<file path="src/rtl/oam_dma_ctrl.sv">
// Sprite DMA sequencer: snoops the $4014 write, halts the CPU, then copies one page into OAM.
// Optional OAM_DMA_HOLD_EN adds dma_hold to pause the read/write stream.
module oam_dma_ctrl #(
  parameter logic [15:0] DMA_REG_ADDR  = 16'h4014,
  parameter logic [15:0] OAM_DATA_ADDR = 16'h2004,
  parameter int          XFER_LEN      = 256
) (
  input  logic        clk,
  input  logic        rst,
  input  logic        cyc_en,
  input  logic [15:0] cpu_addr,
  input  logic [7:0]  cpu_data,
  input  logic        cpu_wen,
  input  logic [7:0]  mem_rdata,
`ifdef OAM_DMA_HOLD_EN
  input  logic        dma_hold,
`endif
  output logic        rdy,
  output logic        bus_sel,
  output logic [15:0] dma_addr,
  output logic [7:0]  dma_wdata,
  output logic        dma_ren,
  output logic        dma_wen,
  output logic        busy
);

  localparam logic [7:0] LAST_IDX = 8'(XFER_LEN - 1);

  typedef enum logic [2:0] {IDLE, HALT, ALIGN, READ, WRITE} state_t;

  state_t     state_q, state_d;
  logic [7:0] idx_q, idx_d;
  logic [7:0] page_q, page_d;
  logic [7:0] wdata_q, wdata_d;
  logic       get_cyc_q, get_cyc_d;
  logic       hold;

`ifdef OAM_DMA_HOLD_EN
  assign hold = dma_hold & ((state_q == READ) | (state_q == WRITE));
`else
  assign hold = 1'b0;
`endif

  always_ff @(posedge clk or negedge rst) begin
    if (!rst) begin
      state_q   <= IDLE;
      idx_q     <= 8'h00;
      page_q    <= 8'h00;
      wdata_q   <= 8'h00;
      get_cyc_q <= 1'b0;
    end else begin
      state_q   <= state_d;
      idx_q     <= idx_d;
      page_q    <= page_d;
      wdata_q   <= wdata_d;
      get_cyc_q <= get_cyc_d;
    end
  end

  always_comb begin
    state_d   = state_q;
    idx_d     = idx_q;
    page_d    = page_q;
    wdata_d   = wdata_q;
    get_cyc_d = cyc_en ? ~get_cyc_q : get_cyc_q;
    if (cyc_en) begin
      case (state_q)
        IDLE: begin
          if (cpu_wen && (cpu_addr == DMA_REG_ADDR)) begin
            page_d  = cpu_data;
            idx_d   = 8'h00;
            state_d = HALT;
          end
        end
        HALT: begin
          // get_cyc_q=1 now means the next cycle is a put, so burn one ALIGN cycle
          if (!cpu_wen) state_d = get_cyc_q ? ALIGN : READ;
        end
        ALIGN: state_d = READ;
        READ: begin
          if (hold) begin
            if (get_cyc_q) state_d = ALIGN;
          end else begin
            wdata_d = mem_rdata;
            state_d = WRITE;
          end
        end
        WRITE: begin
          if (!hold) begin
            if (idx_q == LAST_IDX) begin
              state_d = IDLE;
            end else begin
              idx_d   = idx_q + 8'd1;
              // A held WRITE can end on a get cycle; reads must stay on get cycles
              state_d = get_cyc_q ? ALIGN : READ;
            end
          end
        end
        default: state_d = IDLE;
      endcase
    end
  end

  always_comb begin
    rdy       = (state_q == IDLE);
    busy      = (state_q != IDLE);
    bus_sel   = (state_q == ALIGN) | (state_q == READ) | (state_q == WRITE);
    dma_ren   = (state_q == READ) & ~hold;
    dma_wen   = (state_q == WRITE) & ~hold;
    dma_wdata = wdata_q;
    dma_addr  = 16'h0000;
    if (state_q == READ)  dma_addr = {page_q, idx_q};
    if (state_q == WRITE) dma_addr = OAM_DATA_ADDR;
  end

endmodule

</file>
<file path="config.mk">
export PLATFORM = sky130hd
export DESIGN_NAME = oam_dma_ctrl
export DESIGN_NICKNAME = d
export VERILOG_FILES = /design/src/rtl/oam_dma_ctrl.sv
export SDC_FILE = /design/constraint.sdc
export NUM_CORES = 1
export LEC_CHECK = 0
export ABC_AREA = 1
export CAP_MARGIN = 20
export CELL_PAD_IN_SITES_DETAIL_PLACEMENT = 0
export CELL_PAD_IN_SITES_GLOBAL_PLACEMENT = 1
export CORE_MARGIN = 2
export CORE_UTILIZATION = 33
export DETAILED_ROUTE_END_ITERATION = 10
export PLACE_DENSITY = 0.95
export RECOVER_POWER = 100
export SETUP_SLACK_MARGIN = 0.3
export SYNTH_ARGS = -nofsm -noshare
export SYNTH_HDL_FRONTEND = slang
export SYNTH_SLANG_ARGS = --single-unit
export TNS_END_PERCENT = 30
</file>
<file path="constraint.sdc">
create_clock -name clk -period 3.55 [get_ports clk]
set_input_delay 0.355 -clock clk [delete_from_list [all_inputs] [get_ports clk]]
set_output_delay 0.355 -clock clk [all_outputs]
set_load 0.05 [all_outputs]
</file>
Word-level counts from Yosys, hierarchy flattened
Index checks and enable logic that the tools add are counted.
Storage, ports and cells
  input port bits: 36
  output and inout bits: 29
  bits in registers: 28
  logic and storage cells: 36
Cells by class
  bitwise operators: 3
  eq/ne operators: 9
  mux-type cells: 10
  reductions and logical operators: 8
  add/sub/neg operators: 1
Operator list (count)
  $mux 16: 2
  $eq 16x15->1 const B: 1
  $mux 8: 2
  $pmux 8 s2: 1
  $pmux 3 s5: 1
  $add 8x1->8 const B: 1
  $eq 8x8->1 const B: 1
  $eq 3x2->1 const B: 2
  $mux 3: 2
  $reduce_and 3->1: 2
  $ne 2x2->1 const B: 2
  $reduce_and 4->1: 1
  $eq 3x1->1 const B: 1
  $eq 3x3->1 const B: 1
  $logic_not 3->1: 1
  $reduce_bool 3->1: 1
  $mux 2: 1
  $ne 2x1->1 const B: 1
  $or 1x1->1: 2
  $reduce_and 2->1: 1
  $reduce_bool 2->1: 1
  $logic_and 1x1->1: 1
  $mux 1: 1
  $not 1->1: 1

Logic depth before layout (Yosys ltp)
Gate-level depths: netlist (run 1).
  depth in word-level cells: 4
  mapped depth: 9
  gate-level depth less buffers: 9

Worst setup path before layout (run 1)
No wires, ideal clock.
  path type: flip-flop to output port
  start point: reg state_q[2]
  end point: out dma_addr[10]
  stages on the path, launching flop included: 7
  arrival: 1.985 ns
  path slack: 1.210 ns
  required time: 3.195 ns
  cell sequence: dfrtp_1 -> inv_1 -> nand2_1 -> nor2_4 -> inv_1 -> buf_2 -> nor2_1
Between the ends
  cells in the longest elaborated chain, start to end: 3
RTL lines
  from (decl): RTL line 31  | state_t state_q, state_d;
  from (signal assigned): RTL line 52  | state_q <= state_d;
  $eq 3x2->1
  named net dma_ren: RTL line 22  | output logic dma_ren,
  $mux 16: RTL line 112  | if (state_q == READ) dma_addr = {page_q, idx_q};
  $mux 16: RTL line 113  | if (state_q == WRITE) dma_addr = OAM_DATA_ADDR;
  to (decl): RTL line 20  | output logic [15:0] dma_addr,
The timed path passes the listed nets, and every way through them passes these cells.

Worst setup path after layout (run 1)
  start point: reg state_q[2]
  end point: out dma_addr[9]
Between the ends
  cells in the longest elaborated chain, start to end: 3
RTL lines (RTL line)
  $eq 3x2->1: 112
  $mux 16: 112
  $mux 16 *: 113
Every way passes the cells marked *; elsewhere a longest branch is shown, timed or not.

==> key figures, run 1 <==
Outcome
  – Outcome: finished, violations left
  – Failing checks: capacitance limit, slew limit

Detailed routing
  – Wire per inst: about 11 um
  – Routed Wire Length: about 3800 um
  – Antenna viol nets, final: 0
  – # DRC: 0
  – DR vias/cell: between 4 and 5
  – Initial DRC count: slightly below 80
  – DR pass1 iterations: 4
  – Vias: 1,524

Synthesis
  – Netlist cell types: 21
  – Mapped Cells: 220
  – Synth top area cells: dfrtp_1 42%, nand2_1 15%, nor2_1 7.8%, inv_1 7.1%, nand3_1 6.3%
  – Top-area cell type share of the netlist area: 0.417
  – Mean post-synth cell area: 7.64 um^2
  – Mapped cell area: between 1500 and 2000 um^2
  – Fraction of registers with async set/reset: 1.00
  – Most frequent cell after synthesis: nand2_1
  – Post-synth top cells: 67 x nand2_1, 35 x nor2_1, 32 x inv_1
  – Synth Warn #: 0
  – Post-synth EDFFs: 0
  – Seq/Total Area, Yosys: 0.417
  – Post-Syn Nets: 257
  – Synth Register Bits: 28
  – Yosys top cell by area: dfrtp_1
  – Main flop type after synthesis: dfrtp_1

Critical path
  – Slowest-stage cell, CP: dlygate4sd3_1
  – R2R Path Start: idx_q[0]
  – CP peak stage delay: 0.88 ns
  – Critical path launch point type: flip-flop
  – Critical Path RT: 3.19 ns
  – CP arrival: approximately 2.5 ns
  – CP endpoint kind: output port
  – Crit-path cells: inv_1, nand2_1, nor2_1, inv_1, nor2_1, dlygate4sd3_1
  – CP Max Fanout: 14
  – Critical path class: reg -> out
  – Critical path launch point: state_q[2]

Layout
  – Area grow syn2layout: 40.6%
  – Non-Filler Instances: approximately 350
  – Utilization after layout: 0.491
  – Nets: about 320
  – Area taken by multi-input logic gates: roughly 760 um^2
  – Ant. Diodes: 0
  – Register Area: around 700 um^2
  – Share of layout cells above drive strength 1: 0.0737
  – Fill count: 515

STA
  – RSZ-0062 raised after global routing: false
  – Worst-Margin Slew: approximately 1.5 ns
  – Tmin final: between 2 and 3 ns
  – Maximum clock frequency: approximately 0.35 GHz
  – Setup TNS: 0 ns
  – Tcrit/Tclk final: 0.815
  – Max-slew violations: 29
  – Worst slew margin: -0.0330
  – Setup slack after layout: 0.656 ns
  – Clock Skew: about 0.0035 ns
  – Final setup vio count: 0
  – Final Hold Vio Count: 0

Clock network
  – Clock sink count: 28
  – CTS buffer count: 3
  – # hold bufs at CTS: 0
  – H-tree level count: 1
  – Clk root buf: clkbuf_8
  – # Post-CTS Setup Buffers: 0
  – Worst skew pair latency: between 0.2 and 0.3 ns
  – PostCTS Resize Cnt: 0
  – CTS tree: yes
  – Clock buffer depth: 2
  – Clk slew on worst S/H paths: around 0.1 ns

Worst hold path
  – Worst Hold Launch: get_cyc_q
  – Min-delay worst type: reg -> reg

Pwr
  – Peak VDD IR: roughly 0.00023 V
  – P_leak: ~1.1 nW
  – Pwr Total: 1.32 mW
  – PwrDens: 560 nW/um^2

Die
  – Die Ht: about 75 um
  – Die ar.: 5680 um^2
  – Core Region: around 4800 um^2
  – I/O pin count: 65
  – Row count: 25
  – Die extent in x: between 70 and 80 um
  – Initial core utilization: 0.349

Placement
  – Number of buffers inserted by port buffering: 64
  – Post-DP HPWL: 2920 um
  – RD Place Congestion: roughly 0.80
  – Dpl ws: 1.11 ns
  – Dpl cells: 348

Global routing
  – Initial antenna violation count: 0
  – Vias in the first global route: ~1,400
  – GRT Overall Usage: 0.142
  – Largest net degree at the start of global routing: 29
  – First-pass GRT wire length: ~6300 um
  – Global route overflow: 0

Job
  – Max-cap viol count: 1
==> kinds of logic (layout without fill, tap and decap cells) <==
| logic type | Yosys count | after routing | synth area share |
|---|---|---|---|
| buf+inv | 37 | 102 | 0.0930 |
| compound gates | 9 | 9 | 0.0543 |
| xor+xnor | 2 | 2 | 0.0104 |
| simple gates | 135 | 135 | 0.365 |
| mux | 8 | 8 | 0.0536 |
| fa+ha+maj | 1 | 1 | 0.00744 |
| flops | 28 | 28 | 0.417 |
==> layer usage <==
metal | track usage | vias to the layer above | share of wire
met1 | 0.185 | 680 | 0.46
li1 | - | 802 | -
met4 | 0.0214 | 0 | 0.012
met5 | 0 | - | 0
met3 | 0.0344 | 6 | 0.049
met2 | 0.245 | 36 | 0.48
==> worst max-delay path: cells and delay by family (launching register included) <==
family        cells  cell delay, ns
buf+inv           3            1.31
simple gates      3            0.48
flops             1            0.47
==> final cells by class <==
class,instances,share of cell area
Clock buffer,4,0.0233
Sequential cell,28,0.296
Timing Repair Buffer,65,0.273
Tap cell,67,0.0355
Multi-Input combinational cell,155,0.320
Inverter,33,0.0524
==> final timing paths <==
kind                                 to  slack (ns)  cells after the start
max                         dma_addr[9]        0.66                      6
min                           get_cyc_q        0.47                      1
max reg2reg                    idx_q[2]        1.75                      7
min reg2reg                   get_cyc_q        0.47                      1
max in group asynchronous  dma_wdata[7]        1.65                      2
min in group asynchronous      idx_q[7]        0.99                      2
==> cells in the final DEF (no fill, tap or decap), types with 2 or more instances in the layout <==
cell / count
o21ai_2: 2
clkdlybuf4s50_1: 33
o21ai_0: 6
nand3_1: 21
nor2_1: 36
nor2_4: 2
nand2_1: 70
mux2_2: 8
inv_1: 32
dfrtp_1: 28
clkbuf_8: 4
dlygate4sd3_1: 31
xor2_1: 2
==> power by group <==
group	switching (mW)	total, mW	internal [mW]
sequential	0.0522	0.434	0.382
clock	0.0984	0.198	0.0992
combinational	0.471	0.692	0.221
total	0.621	1.32	0.703
==> per-stage QoR <==
| step | hold slack, ns | instance area [um^2] |
|---|---|---|
| finish | 0.474 | 2360 |
| global route | 0.495 | 2360 |
| CTS | 0.478 | 2440 |
| detailed placement | 0.464 | 2380 |
| global placement | 0.459 | 2380 |
| floorplan | 0.0594 | 1680 |
==> flip-flops by register name (all words and copies together), names as in the netlist <==
register,cells
state_q,3
page_q,8
get_cyc_q,1
idx_q,8
dma_wdata,8
(Power assumes the default switching activity.)
==> run 2, diff against run 1 <==
--- a/config.mk
+++ b/config.mk
@@ -10,9 +10,9 @@
 export CELL_PAD_IN_SITES_DETAIL_PLACEMENT = 0
 export CELL_PAD_IN_SITES_GLOBAL_PLACEMENT = 1
 export CORE_MARGIN = 2
-export CORE_UTILIZATION = 33
+export CORE_UTILIZATION = 31
 export DETAILED_ROUTE_END_ITERATION = 10
-export PLACE_DENSITY = 0.95
+export PLACE_DENSITY = 0.93
 export RECOVER_POWER = 100
 export SETUP_SLACK_MARGIN = 0.3
 export SYNTH_ARGS = -nofsm -noshare
==> constraint.sdc (replaced) <==
create_clock -name clk -period 2.9 [get_ports clk]
set_input_delay 0.29 -clock clk [delete_from_list [all_inputs] [get_ports clk]]
set_output_delay 0.29 -clock clk [all_outputs]
set_load 0.05 [all_outputs]
==> run 2 against run 1 <==
  * The run still ends with capacitance limit, slew limit left
  * Design area is 0.11% higher
  * Critical endpoint is now dma_addr[13]
  * Sequential power is 22% higher
  * Register-to-register slack worse by 0.69 ns
  * Setup slack lost 0.45 ns
  * Hold slack worse by 0.0026 ns
  * Largest power group unchanged
  * Routed wire length up 1.6%
  * First-iteration DRC count fell by 3.8%
  * Sequential cell count unchanged
  * Total power is 28% higher
==> key figures, run 2 (synthesis results as in run 1) <==
Outcome
  – Outcome: finished, violations left
  – Failing checks: capacitance limit, slew limit

Clock network
  – CTS tree: yes
  – # hold bufs at CTS: 0
  – H-tree level count: 1
  – Clock buffer depth: 2
  – Clk root buf: clkbuf_8
  – Worst skew pair latency: between 0.2 and 0.3 ns
  – Clk slew on worst S/H paths: 0.11 ns
  – CTS buffer count: 3
  – # Post-CTS Setup Buffers: 0
  – Clock sink count: 28
  – PostCTS Resize Cnt: 5

Global routing
  – Global route overflow: 0
  – Vias in the first global route: about 1,600
  – First-pass GRT wire length: roughly 7000 um
  – Largest net degree at the start of global routing: 29
  – GRT Overall Usage: 0.142
  – Initial antenna violation count: 0

Die
  – I/O pin count: 65
  – Core Region: slightly above 5000 um^2
  – Initial core utilization: 0.325
  – Die ar.: between 6000 and 7000 um^2
  – Die Ht: ~78 um
  – Row count: 26
  – Die extent in x: just under 80 um

STA
  – Maximum clock frequency: 0.371 GHz
  – Setup TNS: 0 ns
  – Tmin final: ~2.7 ns
  – Worst-Margin Slew: roughly 1.6 ns
  – RSZ-0062 raised after global routing: true
  – Final setup vio count: 0
  – Worst slew margin: -0.0445
  – Fin Hold WS: between 0.4 and 0.5 ns
  – Tcrit/Tclk final: 0.930
  – Max-slew violations: 29
  – Clock Skew: between 0.01 and 0.015 ns
  – Final Hold Vio Count: 0

Critical path
  – Crit. path cell count: 6
  – CP arrival: approximately 2.4 ns
  – CP Max Fanout: 11
  – Top cell by count, worst path: nand2_1
  – Critical path launch point: state_q[0]
  – Slowest-stage cell, CP: dlygate4sd3_1
  – Crit-path cells: inv_1, nand2_1, inv_1, nand2_1, nand2_1, dlygate4sd3_1
  – Setup crit end: dma_addr[13]
  – Critical path class: reg -> out
  – Worst r2r dst: idx_q[1]
  – Flop2flop setup slack: 1.06 ns
  – R2R Path Start: idx_q[0]
  – CP delay by family, top: buffers and inverters
  – FF-to-FF path depth: 7
  – CP peak stage delay: 0.90 ns
  – Critical path launch point type: flip-flop
  – Critical Path RT: 2.61 ns
  – CP bufs+invs: 3
  – CP endpoint kind: output port

Layout
  – Ant. Diodes: 0
  – Register Area: 701 um^2
  – Non-Filler Instances: between 300 and 400
  – Nets: between 300 and 400
  – Area taken by multi-input logic gates: between 700 and 800 um^2
  – Leading cell types in the layout, fill and taps excluded: 70 x nand2_1, 35 x nor2_1, 34 x clkdlybuf4s50_1
  – Commonest non-fill, non-tap cell in the layout: nand2_1
  – Area grow syn2layout: 40.7%
  – Share of layout cells above drive strength 1: 0.0772
  – Fill count: 524

Detailed routing
  – Routed Wire Length: around 3900 um
  – # DRC: 0
  – Vias: ~1,500
  – DR pass1 iterations: 4
  – Wire per inst: around 11 um
  – Antenna viol nets, final: 0
  – DR vias/cell: 4.29
  – Initial DRC count: 75

Pwr
  – Clock share of power: 0.184
  – Sw frac: 0.454
  – Flop pwr share: 0.311
  – Comb power frac: 0.505
  – P_leak: roughly 1.1 nW
  – Peak VDD IR: approximately 0.00043 V
  – Int Power: approximately 0.9 mW
  – Sw power: between 0.7 and 0.8 mW
  – PwrDens: 719 nW/um^2

Job
  – Max-cap viol count: 1

Placement
  – RD Place Congestion: about 0.84
  – Dpl cells: between 300 and 400
  – Number of buffers inserted by port buffering: 64
  – Post-DP HPWL: 2950 um

Worst hold path
  – Min-delay worst type: reg -> reg
  – Hold Path Cell Cnt: 1
-- run 2: changes by cell type in the layout (fill, tap and decap cells not counted), sizes merged --
| cell | previous run | this run |
|---|---|---|
| dlygate4sd2 | 0 | 5 |
| dlygate4sd3 | 31 | 22 |
| clkbuf | 5 | 7 |
| bufinv | 0 | 1 |
| clkdlybuf4s50 | 33 | 34 |
-- run 2: layout make-up --
cell class,count,share of cell area
inverter,33,0.0524
clock inverter,1,0.0127
clock buffer,3,0.0175
sequential,28,0.296
multi-input combinational,155,0.323
timing repair buffer,65,0.262
tap,70,0.0370
-- run 2: through the flow --
step	total power [mW]	setup slack, ns	utilization	cell area, um^2
after detailed placement	1.45	0.515	0.461	2380
after CTS	1.77	0.225	0.474	2450
after global routing	1.80	0.0365	0.457	2370
after floorplan	1.16	0.625	-	1680
final	1.70	0.204	0.457	2370
after global placement	1.44	0.541	0.461	2380
-- run 2: worst register-to-register path: stages (launching register included) --
cell and delay (ns):
dfrtp_1 0.45, ha_1 0.29, nand2_1 0.11, nor2_1 0.09, a31oi_4 0.32, nand2_1 0.28, nand2_1 0.12, nand2_1 0.06
-- run 2: how the worst min path moves through the flow --
stage                    to  slack, ns  startpoint
3_5_place_dp      get_cyc_q       0.46   get_cyc_q
5_1_grt           get_cyc_q       0.50   get_cyc_q
3_3_place_gp      get_cyc_q       0.46   get_cyc_q
6_report          get_cyc_q       0.47   get_cyc_q
2_1_floorplan  dma_wdata[0]     -0.006         rst
4_1_cts            idx_q[4]       0.41         rst
-- run 2: layer usage --
layer	vias to the layer above	wire, um	track usage
li1	807	-	-
met1	673	1770	0.176
met2	39	1840	0.250
met3	4	254	0.0430
met4	0	31	0.0161
met5	-	0	0
-- run 2: power by group through the flow --
stage | Sequential, mW | Combinational (mW) | Clock, mW
2_1_floorplan | 0.696 | 0.459 | 0
6_report | 0.528 | 0.858 | 0.313
3_3_place_gp | 0.536 | 0.909 | 0
5_1_grt | 0.540 | 0.927 | 0.337
4_1_cts | 0.531 | 0.916 | 0.323
3_5_place_dp | 0.539 | 0.914 | 0
==> run 3, diff against run 2 <==
--- a/config.mk
+++ b/config.mk
@@ -9,7 +9,7 @@
 export CAP_MARGIN = 20
 export CELL_PAD_IN_SITES_DETAIL_PLACEMENT = 0
 export CELL_PAD_IN_SITES_GLOBAL_PLACEMENT = 1
-export CORE_MARGIN = 2
+export CORE_MARGIN = 4
 export CORE_UTILIZATION = 31
 export DETAILED_ROUTE_END_ITERATION = 10
 export PLACE_DENSITY = 0.93
==> run 3 against run 2 <==
  * The flow still finishes with violations (capacitance limit, slew limit)
  * Hold slack gained 0.0093 ns
  * Design area is the same
  * Utilization is the same
  * Sequential cell count is the same
  * Via count is the same
  * Die area grew 11%
  * Sequential share of layout area is the same
  * Critical path depth is the same
  * Register-to-register slack gained 0.08 ns
  * Clock-buffer cell count is the same
  * Clock power shrank 1%
  * Critical endpoint unchanged
  * Largest power group unchanged
==> key figures, run 3 (synthesis results as in run 1) <==
Outcome
  – Outcome: finished, violations left
  – Failing checks: capacitance limit, slew limit

Layout
  – Ant. Diodes: 0
  – Area grow syn2layout: 40.7%
  – Share of layout cells above drive strength 1: 0.0772
  – Fill count: ~540
  – Leading cell types in the layout, fill and taps excluded: 70 x nand2_1, 35 x nor2_1, 35 x clkdlybuf4s50_1
  – Non-Filler Instances: about 360
  – Nets: between 300 and 400
  – Commonest non-fill, non-tap cell in the layout: nand2_1

Clock network
  – Clock sink count: 28
  – Clk slew on worst S/H paths: 0.10 ns
  – # hold bufs at CTS: 0
  – Clock buffer depth: 2
  – Worst skew pair latency: around 0.27 ns
  – CTS buffer count: 3
  – H-tree level count: 1
  – Clk root buf: clkbuf_8
  – CTS tree: yes

Detailed routing
  – DR vias/cell: about 4.3
  – Antenna viol nets, final: 0
  – DR pass1 iterations: 4
  – Vias: ~1,500
  – Wire per inst: about 11 um
  – # DRC: 0
  – Routed Wire Length: approximately 3900 um
  – Initial DRC count: 45

Die
  – Row count: 26
  – Die ar.: about 6700 um^2
  – Die Ht: 81.7 um
  – Core Region: just over 5000 um^2
  – Die extent in x: around 82 um
  – Initial core utilization: 0.325
  – I/O pin count: between 60 and 70

Critical path
  – Worst r2r dst: idx_q[3]
  – Critical path class: reg -> out
  – R2R Path Start: idx_q[0]
  – CP peak stage delay: roughly 0.9 ns
  – Critical path launch point: state_q[0]
  – FF-to-FF path depth: 7
  – Crit-path cells: inv_1, nand2_1, inv_1, nand2_1, nand2_1, dlygate4sd3_1
  – Crit. path cell count: 6
  – Critical Path RT: roughly 2.6 ns
  – CP endpoint kind: output port
  – Top cell by count, worst path: nand2_1
  – CP arrival: about 2.4 ns
  – Critical path launch point type: flip-flop
  – Setup crit end: dma_addr[13]
  – CP delay by family, top: buffers and inverters
  – CP bufs+invs: 3
  – Slowest-stage cell, CP: dlygate4sd3_1
  – Flop2flop setup slack: between 1 and 1.5 ns
  – CP Max Fanout: 11

Placement
  – Number of buffers inserted by port buffering: 64
  – Post-DP HPWL: 3030 um
  – RD Place Congestion: 0.788
  – Dpl cells: 351

Global routing
  – Vias in the first global route: 1,441
  – GRT busiest layer: met2
  – GRT Overall Usage: 0.125
  – Initial antenna violation count: 0
  – First-pass GRT wire length: around 6500 um
  – Met1 usage: 0.161
  – Met3 usage: 0.0285
  – Largest net degree at the start of global routing: 29
  – Routing usage on met2: 0.211
  – Global route overflow: 0

STA
  – Final Hold Vio Count: 0
  – Tmin final: roughly 2.7 ns
  – RSZ-0062 raised after global routing: true
  – Worst-Margin Slew: ~1.6 ns
  – Setup TNS: 0 ns
  – Maximum clock frequency: approximately 0.38 GHz
  – Tcrit/Tclk final: 0.918
  – Worst slew margin: -0.0458
  – Max-slew violations: 29
  – Clock Skew: roughly 0.0034 ns
  – Final setup vio count: 0

Pwr
  – P_leak: 1.12 nW
  – PwrDens: between 700 and 800 nW/um^2
  – Peak VDD IR: around 0.00032 V

Job
  – Max-cap viol count: 1

Worst hold path
  – Min-delay worst type: reg -> reg
[run 3: changes by cell type in the layout (fill, tap and decap cells not counted), sizes merged]
cell           before  now
clkdlybuf4s50      34   35
dlygate4sd3        22   21
[run 3: stage by stage]
stage                     hold WS (ns)  cell area, um^2  utilization  setup WS, ns  total power [mW]
final                            0.481             2370        0.457         0.237              1.69
after CTS                        0.411             2450        0.474         0.208              1.77
after floorplan               -0.00559             1680            -         0.625              1.16
after detailed placement         0.465             2380        0.461         0.506              1.45
after global routing             0.513             2370        0.457        0.0309              1.79
after global placement           0.460             2380        0.461         0.569              1.44
[run 3: how the worst min path moves through the flow]
stage / depth (start not counted) / to / startpoint
floorplan: 0 / dma_wdata[0] / rst
global placement: 1 / get_cyc_q / get_cyc_q
detailed placement: 1 / get_cyc_q / get_cyc_q
CTS: 2 / page_q[0] / rst
global route: 1 / get_cyc_q / get_cyc_q
finish: 1 / get_cyc_q / get_cyc_q
[run 3: power by group]
group	total, mW	internal [mW]	leakage [nW]	switching (mW)
Combinational	0.854	0.273	0.706	0.581
Sequential	0.530	0.468	0.375	0.0626
Clock	0.309	0.185	0.0357	0.124
Total	1.69	0.926	1.12	0.768
[run 3: worst register-to-register path: cells and delay by family, from the launching register on]
kind | cells | cell delay (ns)
adder cells (fa/ha/maj) | 1 | 0.28
AND/OR/NAND/NOR | 5 | 0.62
AO/OA/AOI/OAI | 1 | 0.30
flip-flops | 1 | 0.46
[run 3: area by class of cell]
type,instances,area (um^2),share of cell area
timing repair buffer,65,619,0.262
multi-input combinational,155,763,0.323
clock buffer,3,41.3,0.0175
inverter,33,124,0.0524
sequential,28,701,0.296
clock inverter,1,30.0,0.0127
tap,70,87.6,0.0370
[run 3: routing by layer]
metal / wire length, um / share of wire
met1: 1790 / 0.46
met2: 1860 / 0.47
met3: 258 / 0.066
met4: 24 / 0.0061
met5: 0 / 0
[run 3: timing repair]
| action | in CTS | in global routing |
|---|---|---|
| gates resized for setup | 5 | 3 |
| setup buffers | 0 | 0 |
| gates cloned | 0 | 0 |
| endpoints found under the setup margin | 17 | 12 |
